## src/rtl/grid_pkg.sv

```systemverilog
// Shared types for the scramble sequencer: FSM state enum, grid move struct
// and the one-hot index decoder.
package grid_pkg;

    localparam int GRID_DIM = 4;

    typedef enum logic [2:0] {
        ST_IDLE,
        ST_PICK,
        ST_FIRE,
        ST_GAP,
        ST_DONE
    } state_t;

    typedef struct packed {
        logic                nrow;
        logic [GRID_DIM-1:0] row_column;
    } move_t;

    function automatic logic [GRID_DIM-1:0] onehot(input logic [1:0] idx);
        onehot      = '0;
        onehot[idx] = 1'b1;
    endfunction

endpackage

```

## src/rtl/gap_timer.sv

```systemverilog
// Countdown for the idle gap between scramble fires: load arms it, count
// steps it, expire marks the final gap cycle.
module gap_timer #(
    parameter int GAP_CYCLES = 15
) (
    input  logic clk,
    input  logic reset,
    input  logic load,
    input  logic count,
    output logic expire
);

    logic [7:0] cnt;

    always_ff @(posedge clk) begin
        if (!reset) begin
            cnt <= 8'd0;
        end else if (load) begin
            cnt <= 8'(GAP_CYCLES - 1);
        end else if (count && cnt != 8'd0) begin
            cnt <= cnt - 8'd1;
        end
    end

    assign expire = count && (cnt == 8'd0);

endmodule

```

## src/rtl/scramble_sequencer.sv

```systemverilog
// Drives NUM_MOVES random row/column fires into the grid on a start edge and
// passes user fires through when idle. Optional macro: SCRAMBLE_NOREPEAT_EN.
module scramble_sequencer
    import grid_pkg::*;
#(
    parameter int NUM_MOVES  = 16,
    parameter int GAP_CYCLES = 15
) (
    input  logic                clk,
    input  logic                reset,
    input  logic                start,
    input  logic                abort,
    input  logic [2:0]          rand_bits,
    input  logic                user_fire,
    input  logic [GRID_DIM-1:0] user_row_column,
    input  logic                user_nrow,
    input  logic                user_error,
    output logic                fire,
    output logic [GRID_DIM-1:0] row_column,
    output logic                x_nrow,
    output logic                busy,
    output logic                done,
    output logic [7:0]          moves,
    output state_t              fsm_state
);

    state_t     state, next_state, out_state;
    logic       start_q;
    logic       start_edge;
    logic       accept;
    logic       gap_expire;
    logic       last_move;
    move_t      move_reg;
    move_t      cand;
    logic [7:0] moves_reg;

    assign start_edge = start & ~start_q;
    assign cand       = {rand_bits[2], onehot(rand_bits[1:0])};
    assign last_move  = (moves_reg == 8'(NUM_MOVES));

`ifdef SCRAMBLE_NOREPEAT_EN
    // moves is still zero during the first PICK, so the first move always lands
    assign accept = (moves_reg == 8'd0) || (cand != move_reg);
`else
    assign accept = 1'b1;
`endif

    gap_timer #(.GAP_CYCLES(GAP_CYCLES)) u_gap_timer (
        .clk    (clk),
        .reset  (reset),
        .load   (state == ST_FIRE),
        .count  (state == ST_GAP),
        .expire (gap_expire)
    );

    always_ff @(posedge clk) begin
        if (!reset) begin
            state     <= ST_IDLE;
            start_q   <= 1'b0;
            move_reg  <= '0;
            moves_reg <= 8'd0;
        end else begin
            state   <= next_state;
            start_q <= start;
            if (state == ST_IDLE && start_edge) begin
                moves_reg <= 8'd0;
            end
            if (state == ST_PICK && accept) begin
                move_reg <= cand;
            end
            if (state == ST_FIRE && !last_move) begin
                moves_reg <= moves_reg + 8'd1;
            end
        end
    end

    always_comb begin
        next_state = state;
        case (state)
            ST_IDLE: if (start_edge) next_state = ST_PICK;
            ST_PICK: begin
                if (abort)       next_state = ST_IDLE;
                else if (accept) next_state = ST_FIRE;
            end
            ST_FIRE: next_state = abort ? ST_IDLE : ST_GAP;
            ST_GAP: begin
                if (abort)           next_state = ST_IDLE;
                else if (gap_expire) next_state = last_move ? ST_DONE : ST_PICK;
            end
            ST_DONE: next_state = ST_IDLE;
            default: next_state = ST_IDLE;
        endcase
    end

    // While reset is held the outputs behave as IDLE even if the register
    // still holds a mid-scramble state.
    assign out_state = reset ? state : ST_IDLE;

    always_comb begin
        fire       = 1'b0;
        row_column = move_reg.row_column;
        x_nrow     = move_reg.nrow;
        busy       = 1'b0;
        done       = 1'b0;
        case (out_state)
            ST_IDLE: begin
                fire       = user_fire & ~user_error;
                row_column = user_row_column;
                x_nrow     = user_nrow;
            end
            ST_PICK, ST_GAP: busy = 1'b1;
            ST_FIRE: begin
                busy = 1'b1;
                fire = 1'b1;
            end
            ST_DONE: done = 1'b1;
            default: ;
        endcase
    end

    assign moves     = moves_reg;
    assign fsm_state = state;

endmodule

```

## config.mk

```make
export PLATFORM = sky130hd
export DESIGN_NAME = scramble_sequencer
export DESIGN_NICKNAME = d
export VERILOG_FILES = /design/src/rtl/grid_pkg.sv /design/src/rtl/gap_timer.sv /design/src/rtl/scramble_sequencer.sv
export SDC_FILE = /design/constraint.sdc
export NUM_CORES = 1
export LEC_CHECK = 0
export BUFFER_PORTS_ARGS = -buffer_cell sky130_fd_sc_hd__buf_4
export CAP_MARGIN = 15
export CORE_UTILIZATION = 42
export DETAILED_ROUTE_END_ITERATION = 12
export PLACE_DENSITY = 0.62
export SLEW_MARGIN = 30
export SYNTH_ARGS = -nofsm -noshare
export SYNTH_HDL_FRONTEND = slang
export SYNTH_HIERARCHICAL = 1
export SYNTH_SLANG_ARGS = --single-unit
```

## constraint.sdc

```tcl
create_clock -name clk -period 2.1 [get_ports clk]
set_input_delay 0.105 -clock clk [delete_from_list [all_inputs] [get_ports clk]]
set_output_delay 0.105 -clock clk [all_outputs]
set_load 0.05 [all_outputs]
```

* Word level (Yosys, flattened, before mapping)
Cells that the tools add are included.
** Word-level totals
- Register bits after elaboration :: 25
- Input bits :: 14
- Output and inout port bits :: 19
- Word-level logic and storage cells :: 60
** Operators by class
- $add $sub $neg :: 2
- Magnitude comparators :: 2
- Eq/ne operators :: 10
- Muxes and demuxes :: 19
- Bitwise logic cells :: 5
- Reductions and logical operators :: 15
** Operators by type and width (number)
- $mux W8 :: 2
- $mux W3 :: 5
- $eq A3 B2 Y1 const B :: 4
- $mux W4 :: 3
- $pmux W3 S4 :: 1
- $add A8 B1 Y8 const B :: 1
- $eq A8 B5 Y1 const B :: 1
- $logic_not A8 Y1 :: 1
- $reduce_bool A8 Y1 :: 1
- $sub A8 B1 Y8 const B :: 1
- $eq A3 B1 Y1 const B :: 2
- $logic_not A3 Y1 :: 2
- $logic_and A1 B1 Y1 :: 5
- $mux W1 :: 4
- $mux W2 :: 2
- $reduce_bool A2 Y1 :: 2
- $eq A3 B3 Y1 const B :: 1
- $lt A2 B3 Y1 const B :: 1
- $ne A3 B3 Y1 const B :: 1
- $not A1 Y1 :: 3
- $reduce_or A3 Y1 :: 1
- $and A1 B1 Y1 :: 2
- $demux W1 S2 :: 1
- $ge A2 B1 Y1 const B :: 1
- 5 further kinds :: 5

* Longest topological paths before layout
- Depth after elaboration :: 5
- Gate-level depth with buffers :: 8
- Mapped depth without buffers :: 8

* Modules after synthesis
The synthesis kept the hierarchy.
** Modules (own cells, without submodules)
- scramble_sequencer :: instances 1, cells each 108, area each 925.9 um^2, sequential area each 340.3 um^2
- gap_timer :: instances 1, cells each 52, area each 473.0 um^2, sequential area each 160.2 um^2

* Worst setup path before layout
No wires, ideal clock.
- Path type :: reg2reg
- Start point :: reg state[0], in the netlist fsm_state[0]
- End point :: reg state[1], in the netlist fsm_state[1]
- Library setup time :: 0.071 ns
- Arrival time :: 2.300 ns
- Setup slack :: -0.270 ns
- Stages on the path, launching flop included :: 5
- Path buffers :: 0
- Path through :: dfxtp_1 -> nor2_1 -> nor3_1 -> o21ai_0 -> nor2_1
** Between the ends
- Word-level cells in the longest chain between the ends :: 4
- Elaborated cells between the ends (all ways) :: 9
- Those cells by class :: eq/ne: 5; mux: 1; reduce/logical: 3
** RTL lines
- start: declaration :: RTL line scramble_sequencer.sv:27 : state_t state, next_state, out_state;
- start signal: assignment :: RTL line scramble_sequencer.sv:63 : state <= next_state;
- $eq A3 B2 Y1 :: RTL line scramble_sequencer.sv:52, scramble_sequencer.sv:79
- $logic_and A1 B1 Y1 :: RTL line gap_timer.sv:25 : assign expire = count && (cnt == 8'd0);
- $ne A3 B3 Y1 (no source line)
- $reduce_and A2 Y1 (no source line)
Several ways; a longest one is shown, not always the timed one.
A chain may end at the register's enable or synchronous reset.

* Final worst setup path
- Start point :: reg state[0], in the netlist fsm_state[0]
- End point :: out row_column[2]
** Between the ends
- Word-level cells in the longest chain between the ends :: 3
** RTL lines
- $mux W3 :: RTL line scramble_sequencer.sv:97 : assign out_state = reset ? state : ST_IDLE;
- $logic_not A3 Y1 :: RTL line scramble_sequencer.sv:105 : case (out_state)
- $mux W4 :: RTL line scramble_sequencer.sv:105
- end: declaration :: RTL line scramble_sequencer.sv:19 : output logic [GRID_DIM-1:0] row_column,
Every way passes these cells.

==> summary by stage <==
Detailed routing
The DRC violation count after routing is 0. The final layout contains routed wiring with a total length of 3.22 mm. Dividing the detail-routed wire length by the instance count gives 13.2 µm.

Using the TritonRoute via totals, the vias-per-cell ratio works out to 5.35. The final route contains 1305 vias. The iteration count of the initial detailed-routing pass is 4. The count of nets left with antenna violations after detail routing is 0. The number of DRC markers after the initial detailed-route iteration is 54.

Power
The static leakage power is 0.709 nW. VDD sags by at most 280 µV. Dividing total power by cell area gives a power density of 532 mW/mm².

Outcome
The run finished with clean final reports.

Synth
The number of cells produced by synthesis is 160. The cell area that synthesis handed to floorplanning was 0.00140 mm². The count of yosys warnings during synthesis is 6. For this run, asynchronously set or reset flops after synthesis account for 0. Synthesis produced a netlist with a net count of 178. The dominant synthesized flop cell is sky130_fd_sc_hd__dfxtp_1. The number of flops mapped to enable cells by yosys is 0.

The post-synthesis sequential element count is 25. Yosys mapped the design onto 48 distinct sky130hd cell types. For this run, the register share of the synthesized area comes to 0.358.

Each instance of the synthesized netlist takes up on average 8.74 µm².

Global route
The total overflow reported by the global router is 0. The global-route usage over all layers is 0.185. The wire length of the first global-routing pass is 5.04 mm. The via count of the first global-routing pass is 1146. The maximum number of pins on one net before global-route repair is 16. The number of antenna violations at the first check in global routing came to 0.

Final layout
The finished layout holds 244 standard cells, fillers aside. The net count of the finished layout is 219. The number of antenna repair diodes is 0. The commonest non-fill, non-tap cell in the layout is sky130_fd_sc_hd__buf_4. Leaving out fill and tap cells, the most frequent cells in the layout are 36 x sky130_fd_sc_hd__buf_4, 23 x sky130_fd_sc_hd__dfxtp_1, 18 x sky130_fd_sc_hd__nand2_1. The filler cells instantiated in the layout total 323. Of the cells placed in the final design, the portion with a size suffix greater than 1 is 0.290. The area growth from synthesis to layout is 26.4%.

Setup path
Data on the critical path arrives at its endpoint at 1910 ps. The capturing element type of the critical path is an output port. In this run the worst path has a maximum fanout of 8. In this design, the stage delay of the slowest critical-path cell is 550 ps. The critical path is of the reg2out type. The signal on the critical path passes through or3_2 > nand2_4 > mux2_2 > buf_4. Data on the critical path is required at its endpoint by 2000 ps. STA classifies the critical path startpoint as a flop.

For this design, the slowest cell found on the critical path is sky130_fd_sc_hd__or3_2.

Floorplan
For this configuration, the core starts out at a cell density of 0.451. The floorplan step set the die width to 59.7 µm. The count of pins on the block boundary is 33. After floorplanning, the core was divided into 20 placement rows.

The height of the die is 59.7 µm. The die area is 0.00357 mm². The core area is 0.00310 mm².

CTS
After clock tree synthesis, the clock-pin slew on the worst setup and hold paths is 130 ps. The insertion delay of the later-clocked pin in the worst-skew pair is 310 ps. The maximum root-to-sink buffer count is 2. TritonCTS built the clock tree.

Buffers added to address setup during post-CTS repair amount to 0. The master cell of the clock root buffer is sky130_fd_sc_hd__clkbuf_4. The number of H-tree levels is 1. Clock tree synthesis found a total of 25 sinks. The clock buffer count from CTS is 3.

Timing
The tightest slew margin relative to the limit is 0.663. The count of final hold-check violations is 0. Of the available clock period, the critical path in the final layout requires 0.960. Setup repair after global routing left no endpoint under its margin.

The top achievable clock speed is 496 MHz. The setup TNS after final layout is 0 ps. At the pin with the least slew margin, the transition time is 501 ps. The final count of pins violating max slew is 0. Setup violations remaining at the end of the flow were counted as 0. The worst setup skew after layout is 7.96 ps. The routed design could run at a clock period as short as 2020 ps. The smallest hold slack is 28.1 ps.

Placement
In this run, placement finished with an instance count of 238. During placement, the flow inserted port buffers numbering 32. The estimated wirelength of the detail-placed design is 2.45 mm. The weighted congestion at the end of routability-driven global placement is 0.778.

Hold path
The worst hold path belongs to the class in2reg.

Run
The tool flagged a number of max-cap violations equal to 0.
Yosys cell counts, drive strengths merged, types with 5 or more instances:
master | count | area [µm²]
dfxtp | 25 | 500
nand2 | 19 | 71.3
nor2 | 11 | 41.3
a21oi | 10 | 50.1
inv | 7 | 26.3
o21ai | 7 | 35.0
nand3b | 6 | 45.0
a21boi | 5 | 48.8
mux2 | 5 | 56.3
nand2b | 5 | 33.8
nand3 | 5 | 25.0
report_power, final:
part | total (mW) | switching, mW | internal (mW)
combinational | 0.219 | 0.133 | 0.0862
sequential | 0.505 | 0.0161 | 0.488
clock | 0.216 | 0.142 | 0.0742
per-stage QoR:
stage,worst slack [ps],power [mW],utilization,cell area [µm²]
after floorplan,50.9,0.658,-,1410
after global placement,294,0.726,0.552,1710
after detailed placement,235,0.728,0.552,1710
after CTS,31.9,0.947,0.568,1760
after global routing,13.7,0.984,0.570,1770
final,84.0,0.940,0.570,1770
metal layers:
layer,track usage,vias up,wire [µm]
met2,0.284,31,1430
met3,0.0325,4,130
met5,0,-,0
li1,-,663,-
met1,0.257,607,1620
met4,0.0764,0,42
layout make-up:
class                           count  area [µm²]  area share
Tap cell                           44        55.1      0.0311
Sequential cell                    25         503       0.285
Timing Repair Buffer               38         290       0.164
Inverter                            7        26.3      0.0149
Multi-Input combinational cell    126         867       0.490
Clock buffer                        4        26.3      0.0149
what timing repair did:
action	4_1_cts	5_1_grt
endpoints found under the setup margin	5	5
hold endpoints to repair	2	0
hold buffers	2	0
gates resized for setup	1	1
cells by family (layout without fill, tap and decap cells):
| logic type | Yosys count | in the layout | share of synthesized area |
|---|---|---|---|
| buffers and inverters | 9 | 49 | 0.0313 |
| xor gates and xnor gates | 3 | 3 | 0.0188 |
| DFF | 25 | 25 | 0.358 |
| muxes | 8 | 8 | 0.0617 |
| AOI/OAI and AO/OA | 35 | 35 | 0.179 |
| adders and majority gates | 4 | 4 | 0.0358 |
| and+or+nand+nor | 76 | 76 | 0.316 |
critical path, delay by kind of cell (launching register included):
family / cells / cell delay, ps
muxes: 1 / 340
DFF: 1 / 390
and+or+nand+nor: 2 / 690
buffers and inverters: 1 / 190
final timing paths:
| path | end | cells after the start | start | slack (ps) |
|---|---|---|---|---|
| worst min-delay path | move_reg[4] | 3 | rand_bits[2] | 30 |
| worst min register to register | move_reg[1] | 2 | move_reg[1] | 460 |
| worst max register to register | fsm_state[2] | 7 | u_gap_timer/cnt[0] | 220 |
| worst max-delay path | row_column[2] | 4 | fsm_state[0] | 80 |
Note: power is estimated with default switching activity, not from simulation.
